<file path="src/rtl/update_scheduler.sv">
// Frame sequencer for the Pong datapath: paddles, ball, then collision phases
// per video frame, plus serve hold, ball speed, scoring and game-over tracking.
module update_scheduler #(
  parameter int SERVE_DELAY   = 60,
  parameter int START_SPEED   = 2,
  parameter int MAX_SPEED     = 7,
  parameter int HITS_PER_STEP = 4,
  parameter int WIN_SCORE     = 9
) (
  input  logic       clock,
  input  logic       reset,
  input  logic       run,
  input  logic       frame_tick,
  input  logic       phase_done,
  input  logic       hit_paddle,
  input  logic       hit_goal,
  input  logic       goal_side,
  output logic       upd_paddles,
  output logic       upd_ball,
  output logic       chk_collide,
  output logic       serve,
  output logic [2:0] ball_speed,
  output logic [3:0] score_left,
  output logic [3:0] score_right,
  output logic       game_over,
  output logic       overrun
);
  localparam int HW = $clog2(HITS_PER_STEP + 1);
  localparam logic [7:0]    HOLD_INIT = 8'(SERVE_DELAY);
  localparam logic [2:0]    SPD_INIT  = 3'(START_SPEED);
  localparam logic [2:0]    SPD_MAX   = 3'(MAX_SPEED);
  localparam logic [HW-1:0] HITS_STEP = HW'(HITS_PER_STEP);
  localparam logic [3:0]    WIN       = 4'(WIN_SCORE);

  typedef enum logic [2:0] {IDLE, PADDLES, BALL, COLLIDE, OVER} state_t;

  state_t        state;
  logic [7:0]    hold;
  logic [HW-1:0] hits;

  always_ff @(posedge clock or negedge reset) begin
    if (!reset) begin
      state       <= IDLE;
      upd_paddles <= 1'b0;
      upd_ball    <= 1'b0;
      chk_collide <= 1'b0;
      serve       <= 1'b0;
      ball_speed  <= SPD_INIT;
      score_left  <= 4'd0;
      score_right <= 4'd0;
      game_over   <= 1'b0;
      overrun     <= 1'b0;
      hold        <= HOLD_INIT;
      hits        <= '0;
    end else begin
      serve <= 1'b0;
      // A tick while a frame is still being sequenced means the datapath is too slow.
      if (frame_tick && state != IDLE && state != OVER) overrun <= 1'b1;
      case (state)
        IDLE: begin
          if (frame_tick && run) begin
            state       <= PADDLES;
            upd_paddles <= 1'b1;
          end
        end
        PADDLES: begin
          if (phase_done) begin
            upd_paddles <= 1'b0;
            if (hold != 8'd0) begin
              hold  <= hold - 8'd1;
              serve <= (hold == 8'd1);
              state <= IDLE;
            end else begin
              upd_ball <= 1'b1;
              state    <= BALL;
            end
          end
        end
        BALL: begin
          if (phase_done) begin
            upd_ball    <= 1'b0;
            chk_collide <= 1'b1;
            state       <= COLLIDE;
          end
        end
        COLLIDE: begin
          if (phase_done) begin
            chk_collide <= 1'b0;
            state       <= IDLE;
            if (hit_goal) begin
              ball_speed <= SPD_INIT;
              hits       <= '0;
              hold       <= HOLD_INIT;
              if (goal_side) begin
                score_left <= score_left + 4'd1;
                if (score_left + 4'd1 == WIN) begin
                  state     <= OVER;
                  game_over <= 1'b1;
                end
              end else begin
                score_right <= score_right + 4'd1;
                if (score_right + 4'd1 == WIN) begin
                  state     <= OVER;
                  game_over <= 1'b1;
                end
              end
            end else if (hit_paddle) begin
              if (hits == HITS_STEP - 1'b1) begin
                hits       <= '0;
                ball_speed <= (ball_speed >= SPD_MAX) ? SPD_MAX : ball_speed + 3'd1;
              end else begin
                hits <= hits + 1'b1;
              end
            end
          end
        end
        OVER: game_over <= 1'b1;
        default: state <= IDLE;
      endcase
    end
  end
endmodule

</file>
<file path="config.mk">
export PLATFORM = sky130hd
export DESIGN_NAME = update_scheduler
export DESIGN_NICKNAME = d
export VERILOG_FILES = /design/src/rtl/update_scheduler.sv
export SDC_FILE = /design/constraint.sdc
export NUM_CORES = 1
export LEC_CHECK = 0
export ABC_AREA = 1
export CORE_MARGIN = 3
export CORE_UTILIZATION = 52
export DETAILED_ROUTE_END_ITERATION = 12
export DONT_BUFFER_PORTS = 1
export GPL_ROUTABILITY_DRIVEN = 0
export PLACE_DENSITY_LB_ADDON = 0.08
export SLEW_MARGIN = 10
export SYNTH_ARGS = -nofsm -noshare
export SYNTH_HDL_FRONTEND = slang
export SYNTH_SLANG_ARGS = --single-unit
</file>
<file path="constraint.sdc">
create_clock -name clock -period 1.9 [get_ports clock]
set_input_delay 0.19 -clock clock [delete_from_list [all_inputs] [get_ports clock]]
set_output_delay 0.19 -clock clock [all_outputs]
set_load 0.1 [all_outputs]
</file>
# Word level (Yosys, flattened, before mapping)
# Cells that the tools add are included.
[totals] register_bits=31 inputBits=8 output_inout_bits=17 wordCells=100
[classes] add_sub_neg=5 order_cmp=1 n_eq_ne=18 mux=39 bitwise=2 n_reduce_logical=23
[ops] op="3-bit 2-to-1 mux" count=15
[ops] op="8-bit 2-to-1 mux" count=4
[ops] op="8-bit case mux with 2 select lines" count=1
[ops] op="4-bit AND reduction" count=4
[ops] op="3-bit case mux with 5 select lines" count=1
[ops] op="5-bit AND reduction" count=3
[ops] op="2-bit inequality test (second input constant)" count=7
[ops] op="2-bit nonzero test" count=7
[ops] op="1-bit 2-to-1 mux" count=13
[ops] op="3-bit by 2-bit == test with 1-bit output (second input constant)" count=3
[ops] op="3-bit inequality test (second input constant)" count=3
[ops] op="3-bit AND reduction" count=3
[ops] op="4-bit by 1-bit adder with 4-bit output (second input constant)" count=2
[ops] op="4-bit == test (second input constant)" count=2
[ops] op="8-bit by 1-bit == test with 1-bit output (second input constant)" count=1
[ops] op="1-bit case mux with 2 select lines" count=4
[ops] op="8-bit nonzero test" count=1
[ops] op="8-bit by 1-bit subtractor with 8-bit output (second input constant)" count=1
[ops] op="3-bit by 1-bit adder with 3-bit output (second input constant)" count=2
[ops] op="3-bit by 1-bit == test with 1-bit output (second input constant)" count=1
[ops] op="3-bit == test (second input constant)" count=1
[ops] op="3-bit greater-or-equal comparator (second input constant)" count=1
[ops] op="1-bit logical AND" count=3
[ops] op="3-bit zero test" count=1
[ops] op="3 further kinds" count=4

# Logic depth before layout (Yosys ltp)
# Gate-level depths: netlist of the first run.
[depth] depth_word=7 depth_mapped=9 mapped_depth_nobuf=9

# Worst setup path before layout of the first run
# OpenSTA, ideal clock, no wires.
[synth_timing] path_type="reg-to-reg" startpoint="reg score_left[1]" endpoint="reg game_over" setup_time_ns=0.070 arrival_ns=1.730 path_slack_ns=0.100 stages_incl_launch_ff=10 synth_period_minus_slack_ns=1.800 path_cell_list="dfrtp_1 > ha_1 > inv_1 > nand2_1 > nand2_1 > nor2_1 > nand2_1 > nand2_1 > nand3_1 > nand3_1"
[synth_via] elab_chain_len=4
[synth_lines] item="start: declaration" line_no="23" text="output logic [3:0] score_left,"
[synth_lines] item="start signal: assignment" line_no="95" text="score_left <= score_left + 4'd1;"
[synth_lines] item="4-bit by 1-bit adder with 4-bit output" line_no="96" text="if (score_left + 4'd1 == WIN) begin"
[synth_lines] item="4-bit == test" line_no="96"
[synth_lines] item="3-bit inequality test (no source line)"
[synth_lines] item="5-bit AND reduction (no source line)"
[synth_lines] item="end signal: assignment" line_no="98" text="game_over <= 1'b1;"
[synth_lines] item="end signal: assignment" line_no="104" text="game_over <= 1'b1;"
[synth_lines] item="end signal: assignment" line_no="117" text="OVER: game_over <= 1'b1;"
[synth_lines] item="end: declaration" line_no="25" text="output logic game_over,"
# No other way between the ends.
# A chain may end at the register's enable or synchronous reset.

# Final worst setup path of the first run
[layout_timing] startpoint="reg hold[0]" endpoint="reg hold[6]"
[layout_via] elab_chain_len=4
[layout_lines] item="start: declaration" line_no="38" text="logic [7:0] hold;"
[layout_lines] item="start signal: assignment" line_no="70" text="hold <= hold - 8'd1;"
[layout_lines] item="8-bit by 1-bit subtractor with 8-bit output" line_no="70"
[layout_lines] item="8-bit 2-to-1 mux" line_no="69" text="if (hold != 8'd0) begin"
[layout_lines] item="8-bit 2-to-1 mux" line_no="67" text="if (phase_done) begin"
[layout_lines] item="8-bit case mux with 2 select lines" line_no="59" text="case (state)"
# Parallel ways exist; a longest one is shown, timed or not. The select of a mux whose other input is x is not followed.

==> flow_metrics.env, run 1 <==
export IMPL_status="finished clean"
export IMPL_vias=1498
export IMPL_max_cap_viol_count=0
export IMPL_fmax_mhz=602
export IMPL_crit_end="hold[6]"
export IMPL_die_w_um=63.7
export IMPL_fin_setup_tns_ns=0
export IMPL_cts_inserted_buffers=5
export IMPL_yosys_warnings=0
export IMPL_first_pass_iters=7
export IMPL_power_total_mw=1.24
export IMPL_drive_gt1_frac=0.156
export IMPL_max_slew_margin=0.757
export IMPL_start_util=0.558
export IMPL_ir_drop_uv=459
export IMPL_cp_data_required_time_ns=2.11
export IMPL_timing_rr_start="hold[0]"
export IMPL_rows=20
export IMPL_grt_max_degree=32
export IMPL_worst_pin_slew_ns=0.361
export IMPL_synth_edff_count=0
export IMPL_fin_nets=267
export IMPL_die_area_sq_um=4060
export IMPL_cts_setup_buffers=0
export IMPL_path_buf_inv=2
export IMPL_syn_nets=240
export IMPL_cts_tree="built"
export IMPL_reg2reg_to="hold[6]"
export IMPL_async_reset_ff_frac=1.00
export IMPL_r2r_slack_ns=0.24
export IMPL_p_leak_nw=1.08
export IMPL_period_minus_slack_ns=1.66
export IMPL_dp_hpwl_mm=2.66
export IMPL_dieHeight_um=63.7
export IMPL_crit_path_start="hold[0]"
export IMPL_via_per_inst=5.10
export IMPL_htreeDepth=2
export IMPL_setup_viol=0
export IMPL_ff2ff_path_depth=7
export IMPL_grt_usage=0.186
export IMPL_root_buffer="clkbuf_4"
export IMPL_synthCells=222
export IMPL_slew_violations=0
export IMPL_drtIter0Drc=104
export IMPL_cts_sinks=31
export IMPL_netlist_area_sq_um=1730
export IMPL_cp_slowest_cell="dfrtp_1"
export IMPL_critPathKind="reg2reg"
export IMPL_ys_ff_latch=31
export IMPL_max_stage_delay_ns=0.41
export IMPL_ant_nets=0
export IMPL_io_buffers=0
export IMPL_worstHoldPathCells=1
export IMPL_coreArea_sq_um=3100
export IMPL_crit_chain="inv_1 > ha_1 > nor3b_1 > nand3_1 > nand2_2 > buf_4 > o21ai_0"
export IMPL_diodes=0
export IMPL_clock_path_buffers=2
export IMPL_routedWlPerCell_um=11.9
export IMPL_hold_path_class="in2reg"
export IMPL_grt_pass1_wl_mm=5.95
export IMPL_grt_pass1_vias=1394
export IMPL_syn_area_per_cell_sq_um=7.79
export IMPL_critPathLaunchType="flip-flop"
export IMPL_fin_crit_sh=0.874
export IMPL_drc_errors=0
export IMPL_end_kind="flip-flop"
export IMPL_power_density_nw_per_um2=618
export IMPL_synth_flop_cell="dfrtp_1"
export IMPL_final_util=0.650
export IMPL_ios=25
export IMPL_area_growth_pct=16.5
export IMPL_finalHoldViolCount=0
export IMPL_worst_path_dominant_cell_family="simple AND/OR/NAND/NOR gates"
export IMPL_worstPathArrival_ns=1.87
export IMPL_synth_distinct_cells=23
export IMPL_antenna_found_initial=0
export IMPL_grt_setup_unrepaired="false"
export IMPL_grt_ovfl_total=0
export IMPL_yosysSeqAreaShare=0.452
export IMPL_crit_fanout=7
export IMPL_cp_depth=7
export IMPL_skew_ns=0.00757
export IMPL_path_clk_slew_ns=0.10
export IMPL_wirelength_mm=3.49
export IMPL_clock_latency_ns=0.32
## through the flow
stage	setup WS [ns]	hold WS [ns]	instances	cell area (sq um)
after detailed placement	0.180	-0.105	283	1910
after global placement	0.325	-0.105	283	1910
final	0.239	0.0304	294	2020
after floorplan	0.100	-0.106	222	1730
after global routing	0.0753	0.000306	294	2020
after CTS	0.169	0.00904	294	2010
## final cells by class
cell class	count	area (sq um)
Clock buffer	7	55.1
Clock inverter	1	5.00
Fill cell	293	1090
Inverter	35	131
Multi-Input combinational cell	155	812
Sequential cell	31	782
Tap cell	44	55.1
Timing Repair Buffer	21	175
## repair_timing
action / CTS / global route
endpoints found under the setup margin: 0 / 1
hold endpoints to repair: 33 / 0
gates resized for setup: 0 / 1
hold buffers: 3 / 0
## layout by cell type, fill, tap and decap left out, drive strengths merged
| cell | n |
|---|---|
| a21oi | 8 |
| a2bb2oi | 1 |
| a31o | 1 |
| buf | 19 |
| clkbuf | 7 |
| clkinv | 1 |
| dfrtp | 26 |
| dfstp | 5 |
| dlygate4sd3 | 2 |
| ha | 10 |
| inv | 35 |
| nand2 | 55 |
| nand3 | 17 |
| nand3b | 1 |
| nand4 | 6 |
| nor2 | 28 |
| nor3 | 2 |
| nor3b | 1 |
| o21ai | 20 |
| xor2 | 5 |
## kinds of logic (layout without fill, tap and decap cells)
| logic type | count (synthesis) | in the layout | synth area share |
|---|---|---|---|
| xor+xnor | 5 | 5 | 0.0253 |
| fa+ha+maj | 10 | 10 | 0.0723 |
| compound gates | 30 | 30 | 0.0933 |
| flops | 31 | 31 | 0.452 |
| simple gates | 110 | 110 | 0.277 |
| buf+inv | 36 | 64 | 0.0803 |
## cells in the mapped netlist (2+ instances only)
library cell / count / area share
nand3_1: 16 / 0.046
o21ai_1: 4 / 0.012
nand2_1: 53 / 0.11
nand2_2: 2 / 0.0072
ha_1: 10 / 0.072
nor2_1: 26 / 0.056
nand4_1: 6 / 0.022
nor3_1: 2 / 0.0058
xor2_1: 5 / 0.025
o21ai_0: 15 / 0.043
dfrtp_1: 26 / 0.38
inv_1: 35 / 0.076
a21oi_1: 8 / 0.023
dfstp_2: 5 / 0.076
## per-layer routing
metal | vias up | part of all wire | GRT usage
li1 | 765 | - | -
met1 | 708 | 0.44 | 0.229
met2 | 20 | 0.51 | 0.317
met3 | 5 | 0.034 | 0.0499
met4 | 0 | 0.010 | 0.0539
met5 | - | 0 | 0
## sequential cells by signal, indices dropped and copies added, names as in the netlist
register,flops
score_left,4
serve,1
chk_collide,1
upd_paddles,1
hits,3
game_over,1
ball_speed,3
score_right,4
state,3
overrun,1
upd_ball,1
hold,8
## report_power, final
group	internal [mW]	total [mW]	switching, mW
clock	0.179	0.395	0.216
combinational	0.0376	0.165	0.127
sequential	0.674	0.685	0.0112
total	0.890	1.24	0.354
## worst register-to-register path, delay by kind of cell, from the launching register on
family	cells	cell delay [ns]
buf+inv	2	0.32
compound gates	1	0.09
fa+ha+maj	1	0.17
flops	1	0.41
simple gates	3	0.56
## worst min-delay path by stage
stage                           endpoint  slack [ns]       start
after floorplan            ball_speed[0]       -0.11       reset
after global placement    score_right[2]       -0.10       reset
after detailed placement  score_right[2]       -0.10       reset
after CTS                        overrun       0.009  frame_tick
after global routing             overrun      0.0003  frame_tick
final                            overrun        0.03  frame_tick
Power figures use the tool's default switching activity.
==> inputs of run 2 (changes only) <==
--- a/config.mk
+++ b/config.mk
@@ -8,6 +8,7 @@
 export ABC_AREA = 1
 export CORE_MARGIN = 3
 export CORE_UTILIZATION = 52
+export CTS_CLUSTER_DIAMETER = 150
 export DETAILED_ROUTE_END_ITERATION = 12
 export DONT_BUFFER_PORTS = 1
 export GPL_ROUTABILITY_DRIVEN = 0
==> results of run 2 <==
No change in the layout: final DEF, timing and power equal those of run 1.
